**src/rtl/led_share_arb.sv**
```systemverilog
// Round-robin owner arbitration for a shared LED bank, with minimum hold time,
// ownership timeout and registered LED drive.
module led_share_arb #(
  parameter int unsigned   W           = 12,
  parameter int unsigned   HOLD_CYC    = 25_000_000,
  parameter int unsigned   TIMEOUT_CYC = 250_000_000,
  parameter logic [W-1:0]  IDLE_PAT    = '0
) (
  input  logic         clk,
  input  logic         rst,
  input  logic [2:0]   req,
  input  logic [W-1:0] data0,
  input  logic [W-1:0] data1,
  input  logic [W-1:0] data2,
  output logic [2:0]   grant,
  output logic [1:0]   owner,
  output logic [W-1:0] led,
  output logic         revoked
);

  localparam int unsigned CW        = 32;
  localparam logic [CW-1:0] HOLD_LAST = 32'(HOLD_CYC - 1);
  localparam logic [CW-1:0] TMO_LAST  = 32'(TIMEOUT_CYC - 1);
  localparam logic [CW-1:0] TMO_SAT   = 32'(TIMEOUT_CYC);
  localparam logic [1:0]    NO_OWNER  = 2'd3;

  localparam logic [0:0] S_IDLE = 1'b0;
  localparam logic [0:0] S_OWN  = 1'b1;

  logic [0:0]    state_q, state_d;
  logic [2:0]    grant_q, grant_d;
  logic [1:0]    owner_q, owner_d;
  logic [W-1:0]  led_q, led_d;
  logic          revoked_q, revoked_d;
  logic [CW-1:0] cnt_q, cnt_d;
  logic [1:0]    last_q, last_d;

  logic          pick_vld_c;
  logic [1:0]    pick_idx_c;
  logic [1:0]    cand_c;
  logic [W-1:0]  own_data_c;
  logic          own_req_c;
  logic          others_req_c;
  logic          release_c;
  logic          timeout_c;

  // Round-robin search starting just after the previous owner.
  always_comb begin
    pick_vld_c = 1'b0;
    pick_idx_c = 2'd0;
    cand_c     = last_q;
    for (int k = 0; k < 3; k++) begin
      cand_c = (cand_c >= 2'd2) ? 2'd0 : cand_c + 2'd1;
      if (!pick_vld_c && req[cand_c]) begin
        pick_vld_c = 1'b1;
        pick_idx_c = cand_c;
      end
    end
  end

  always_comb begin
    case (owner_q)
      2'd0:    own_data_c = data0;
      2'd1:    own_data_c = data1;
      2'd2:    own_data_c = data2;
      default: own_data_c = IDLE_PAT;
    endcase
  end

  assign own_req_c    = |(req & grant_q);
  assign others_req_c = |(req & ~grant_q);
  assign release_c    = !own_req_c && (cnt_q >= HOLD_LAST);
  assign timeout_c    = others_req_c && (cnt_q >= TMO_LAST);

  always_ff @(posedge clk) begin
    if (!rst) begin
      state_q   <= S_IDLE;
      grant_q   <= 3'b000;
      owner_q   <= NO_OWNER;
      led_q     <= IDLE_PAT;
      revoked_q <= 1'b0;
      cnt_q     <= '0;
      last_q    <= 2'd2;
    end else begin
      state_q   <= state_d;
      grant_q   <= grant_d;
      owner_q   <= owner_d;
      led_q     <= led_d;
      revoked_q <= revoked_d;
      cnt_q     <= cnt_d;
      last_q    <= last_d;
    end
  end

  // Release wins over timeout, so revoked only pulses when the owner still wants the LEDs.
  always_comb begin
    state_d   = state_q;
    grant_d   = grant_q;
    owner_d   = owner_q;
    led_d     = led_q;
    revoked_d = 1'b0;
    cnt_d     = cnt_q;
    last_d    = last_q;
    case (state_q)
      S_IDLE: begin
        grant_d = 3'b000;
        owner_d = NO_OWNER;
        led_d   = IDLE_PAT;
        if (pick_vld_c) begin
          state_d = S_OWN;
          grant_d = 3'b001 << pick_idx_c;
          owner_d = pick_idx_c;
          last_d  = pick_idx_c;
          cnt_d   = '0;
        end
      end
      S_OWN: begin
        cnt_d = (cnt_q >= TMO_SAT) ? cnt_q : cnt_q + 32'd1;
        if (own_req_c) begin
          led_d = own_data_c;
        end
        if (release_c || timeout_c) begin
          state_d   = S_IDLE;
          grant_d   = 3'b000;
          owner_d   = NO_OWNER;
          led_d     = IDLE_PAT;
          cnt_d     = '0;
          revoked_d = !release_c;
        end
      end
      default: begin
        state_d = S_IDLE;
      end
    endcase
  end

  assign grant   = grant_q;
  assign owner   = owner_q;
  assign led     = led_q;
  assign revoked = revoked_q;

endmodule

```
**config.mk**
```make
export PLATFORM = sky130hd
export DESIGN_NAME = led_share_arb
export DESIGN_NICKNAME = d
export VERILOG_FILES = /design/src/rtl/led_share_arb.sv
export SDC_FILE = /design/constraint.sdc
export NUM_CORES = 1
export LEC_CHECK = 0
export ABC_AREA = 1
export ABC_CLOCK_PERIOD_IN_PS = 2300
export CAP_MARGIN = 20
export CORE_UTILIZATION = 54
export CTS_CLUSTER_DIAMETER = 50
export DETAILED_ROUTE_END_ITERATION = 16
export PLACE_DENSITY = 0.88
export SLEW_MARGIN = 0
export SYNTH_ARGS = -nofsm -noshare
export SYNTH_HDL_FRONTEND = slang
export SYNTH_SLANG_ARGS = --single-unit
```
**constraint.sdc**
```tcl
create_clock -name clk -period 2.3 [get_ports clk]
set_input_delay 0.46 -clock clk [delete_from_list [all_inputs] [get_ports clk]]
set_output_delay 0.46 -clock clk [all_outputs]
set_load 0.02 [all_outputs]
```
Word level (Yosys, flattened, before mapping)
Index checks and enable logic that the tools add are counted.
- eq/ne operators: 6
- bitwise logic cells: 4
- order comparisons: 9
- shifts and indexed selects: 1
- mux-type cells: 32
- reduce and logical (&&, ||, !) cells: 15
- add/sub/neg operators: 4
- operators by type and width (cell ; number):
    2-to-1 mux 32 bit ; 3
    >= comparator 32 x 28 -> 1 bit (second input constant) ; 2
    case mux 32 bit (2 select lines) ; 1
    case mux 12 bit (3 select lines) ; 1
    adder 32 x 1 -> 32 bit (second input constant) ; 1
    >= comparator 32 x 25 -> 1 bit (second input constant) ; 1
    2-to-1 mux 12 bit ; 2
    case mux 12 bit (2 select lines) ; 1
    2-to-1 mux 2 bit ; 8
    < comparator 2 x 3 -> 1 bit (second input constant) ; 3
    2-to-1 mux 1 bit ; 8
    adder 2 x 1 -> 2 bit (second input constant) ; 3
    bitwise AND 3 bit ; 2
    binary-select mux 1 bit (select 2 bit) ; 3
    >= comparator 2 bit (second input constant) ; 3
    2-to-1 mux 3 bit ; 2
    case mux 3 bit (2 select lines) ; 1
    OR reduction 3 bit ; 2
    logical AND 1 bit ; 4
    zero test 1 bit ; 4
    case mux 2 bit (2 select lines) ; 1
    AND reduction 2 bit ; 2
    inequality test 3 x 1 -> 1 bit (second input constant) ; 1
    inequality test 3 x 2 -> 1 bit (second input constant) ; 1
    11 further kinds ; 11
- bits of input ports: 41
- register bits: 53

Logic depth before layout (Yosys ltp)
- depth in word-level cells: 14
- depth in mapped cells: 16
- depth with buffers taken out: 15

Worst setup path after synthesis
No wires, ideal clock.
- path type: flip-flop to flip-flop
- start: reg cnt_q[0]
- end: reg cnt_q[0]
- period minus slack after synthesis: 1749 ps
- buffers on the path: 1
- path slack: 551 ps
- library setup time: 114 ps
- stages on the path, launching flop included: 16
- data required time: 2186 ps
- arrival: 1636 ps
- path through: dfxtp_1 ha_1 nand2_1 nor2_4 nand2_1 nand3_1 nand2_1 nand2_1 nand2_1 nand2_1 nand2_2 nand3_2 nand2_4 buf_4 a21oi_1 nor2_1
- word-level cells in the longest chain between the ends: 5
- elaborated cells between the ends (all ways): 12
- classes of those cells: 1 x add/sub; 3 x order compare; 1 x eq/ne; 3 x mux; 4 x reduce/logical
- RTL lines (element ; line ; text):
    start, declared ; 35 ; logic [CW-1:0] cnt_q, cnt_d;
    start signal, assigned ; 90 ; cnt_q <= cnt_d;
    >= comparator 32 x 25 -> 1 bit / >= comparator 32 x 28 -> 1 bit (equally long branches) ; 72, 73 ;
    logical AND 1 bit, on equally long branches ; 72, 73 ;
    logical OR 1 bit ; 122 ; if (release_c || timeout_c) begin
    2-to-1 mux 32 bit / inequality test 3 x 2 -> 1 bit (equally long branches) ; n/a ;
    case mux 32 bit (2 select lines) / AND reduction 2 bit (equally long branches) ; n/a ;
Several ways; a longest one is shown, not always the timed one. The select of a mux whose other input is x is not followed.
A chain may end at the register's enable or synchronous reset.

Worst setup path after layout
- start: reg cnt_q[1]
- end: reg cnt_q[0]
The elaborated chain is that of the path after synthesis.

==> flow_summary.ini <==
[run_status]
outcome = complete, no violations

[sta]
slew_headroom = 0.631
rsz0062_at_grt = false
max_freq_mhz = 483
min_period_over_period = 0.901
tns_ns = 0
hold_viol_final = 0
finClkSkew_ns = 0.0124
worst_slew_pin_slew_ns = 0.553
drv_slew = 0
period_needed_ns = 2.07
setup_viol = 0

[floorplan]
dieArea_um2 = 6920
pin_count = 59
die_h_um = 83.2
coreArea_um2 = 6350
start_util = 0.561
fp.dieW_um = 83.2
core.rowCount = 29

[critical_path]
criticalPathCategory = reg2reg
worst_path_most_repeated_cell = nand2_1
crit_chain = ha_2, nand2_1, nor2_4, nand2_1, nand3_1, nand2_1, nand2_1, nand2_1, nand2_1, nand2_2, nand3_2, nand2_4, buf_12, a21oi_1, nor2_1
crit_slowest_cell = dfxtp_1
start_kind = flip-flop
critical_path.endpoint_type = flip-flop
cp_top_family = simple AND/OR/NAND/NOR gates
worstPathRequired_ns = 2.50
slowest_delay_ns = 0.37
cp_max_fo = 34
cp.buffers_inverters = 1
arrival_ns = 2.28

[routing]
post_drt_wl_per_cell_um = 12.9
wirelength_mm = 9.34
ant_nets = 0
wl_met1_mm = 3.85
wl_met2_mm = 4.41
met3_wirelength_um = 896
drtIter0Drc = 262
top_layer = met4
num_vias = 3934
vias_per_cell = 5.42
drc = 0
dr.pass1.iters = 5

[clock_network]
numCtsBuffers = 5
clkTransAtPathRegs_ns = 0.09
clockRootBuffer = clkbuf_8
cts_hold_buf = 0
clockBufferDepth = 2
cts_sinks = 53
clock_latency_ns = 0.31
postCtsSetupRepairBufs = 0
h-tree-depth = 2
cts_tree = built

[yosys]
muxShareOfSynthArea = 0.0253
synth_area_per_cell_um2 = 6.06
synth_edf_count = 0
synth_top_family_by_area = simple AND/OR/NAND/NOR gates
yosysTopAreaCell = dfxtp_1
synth_common_cells = nand2_1, nor2_1, inv_1
synth-seq-cells = 53
synth_adder_area_share = 0.00703
synth_top_area_frac = 0.298
postSynthCellCount = 588
synth_ff_type = dfxtp_1
synth_area_leaders = dfxtp_1, nand2_1, nor2_1
async_reset_ff_frac = 0
ys_seq_area_frac = 0.298
synthDistinctLibCells = 36
yosysWarnings = 0
yosys.area_share.xor_xnor = 0.0467
yosysMostFrequentCell = nand2_1
synth-compound-area-share = 0.0534
syn_area_um2 = 3560
yosys.area_share.simple = 0.476
syn-num-nets = 631

[global_routing]
grt_overflow = 0
track_usage = 0.277
antenna_found_initial = 0
grt_pass1_vias = 3642
grt_pass1_wl_mm = 16.3
grt_max_degree = 35

[job]
maxCapViolCount = 0

[finish]
drive_gt1_frac = 0.0678
instances_no_fill = 726
seq_area_um2 = 1060
syn_to_final_growth_pct = 23.2
layout.nets = 691
fillers = 537
fin_area_um2 = 4390
multi_input_area_um2 = 2170
diodes = 0

[placement]
placed_cell_area_um2 = 4270
globalplace.congestion = 1.00
dp_cells = 718
numPortBuffers = 58
dp_hpwl_mm = 7.16

[hold_path]
min_path_type = reg2reg

[power]
p_leak_nw = 1.83
max-vdd-ir-drop_uv = 370
power_density_nw_per_um2 = 555
kinds of logic (layout without fill, tap and decap cells):
logic type / Yosys count / after routing
flops: 53 / 53
xor+xnor: 19 / 19
fa+ha+maj: 2 / 2
compound gates: 32 / 32
mux: 9 / 9
simple gates: 394 / 394
buf+inv: 79 / 140
path summary, 6_finish.rpt:
check / to / slack (ns) / start / depth (start not counted)
setup / recovery: cnt_q[0] / 0.23 / cnt_q[1] / 15
setup reg to reg: cnt_q[0] / 0.23 / cnt_q[1] / 15
hold reg to reg: cnt_q[30] / 0.45 / cnt_q[30] / 2
hold / removal: cnt_q[30] / 0.45 / cnt_q[30] / 2
routing by layer:
metal	track usage	up-vias
met3	0.0706	21
met1	0.334	1730
met4	0.0925	0
met2	0.479	202
met5	0	-
li1	-	1981
stage by stage:
step	total power [mW]	worst slack, ns	hold WS (ns)	util
5_1_grt	2.58	0.0149	0.498	0.691
3_5_place_dp	1.79	0.0579	0.445	0.672
4_1_cts	2.44	0.234	0.458	0.690
2_1_floorplan	1.53	0.551	0.431	-
3_3_place_gp	1.76	0.110	0.442	0.672
6_report	2.43	0.229	0.454	0.691
flip-flops by register name, indices dropped and copies added (netlist names):
register	count
cnt_q	32
revoked	1
state_q	1
grant	3
owner	2
led	12
last_q	2
worst reg2reg max path, delay by kind of cell (launching register included):
family                     cells  cell delay (ns)
and+or+nand+nor               12             1.05
DFF                            1             0.37
adders and majority gates      1             0.21
AOI/OAI and AO/OA              1             0.19
buffers and inverters          1             0.17
timing repair:
action | 4_1_cts | 5_1_grt
gates resized for setup | 0 | 1
hold endpoints to repair | 0 | 0
setup endpoints to repair | 0 | 1
cells in the final DEF (no fill, tap or decap), types with 15 or more instances in the layout:
| cell type | count |
|---|---|
| a21oi_1 | 16 |
| clkdlybuf4s50_1 | 58 |
| dfxtp_1 | 53 |
| inv_1 | 54 |
| nand2_1 | 184 |
| nand3_1 | 48 |
| nand4_1 | 15 |
| nor2_1 | 108 |
| nor3_1 | 17 |
| xor2_1 | 17 |
final cells by class:
type / instances / share of cell area
Tap cell: 77 / 0.0220
Timing Repair Buffer: 73 / 0.164
Clock inverter: 1 / 0.00685
Sequential cell: 53 / 0.242
Multi-Input combinational cell: 456 / 0.495
Clock buffer: 7 / 0.0197
Inverter: 59 / 0.0511
where the power goes:
| part | total [mW] | switching (mW) | internal [mW] |
|---|---|---|---|
| logic | 0.716 | 0.415 | 0.301 |
| clock network | 0.656 | 0.300 | 0.355 |
| registers | 1.06 | 0.0851 | 0.978 |
(Power assumes the default switching activity.)
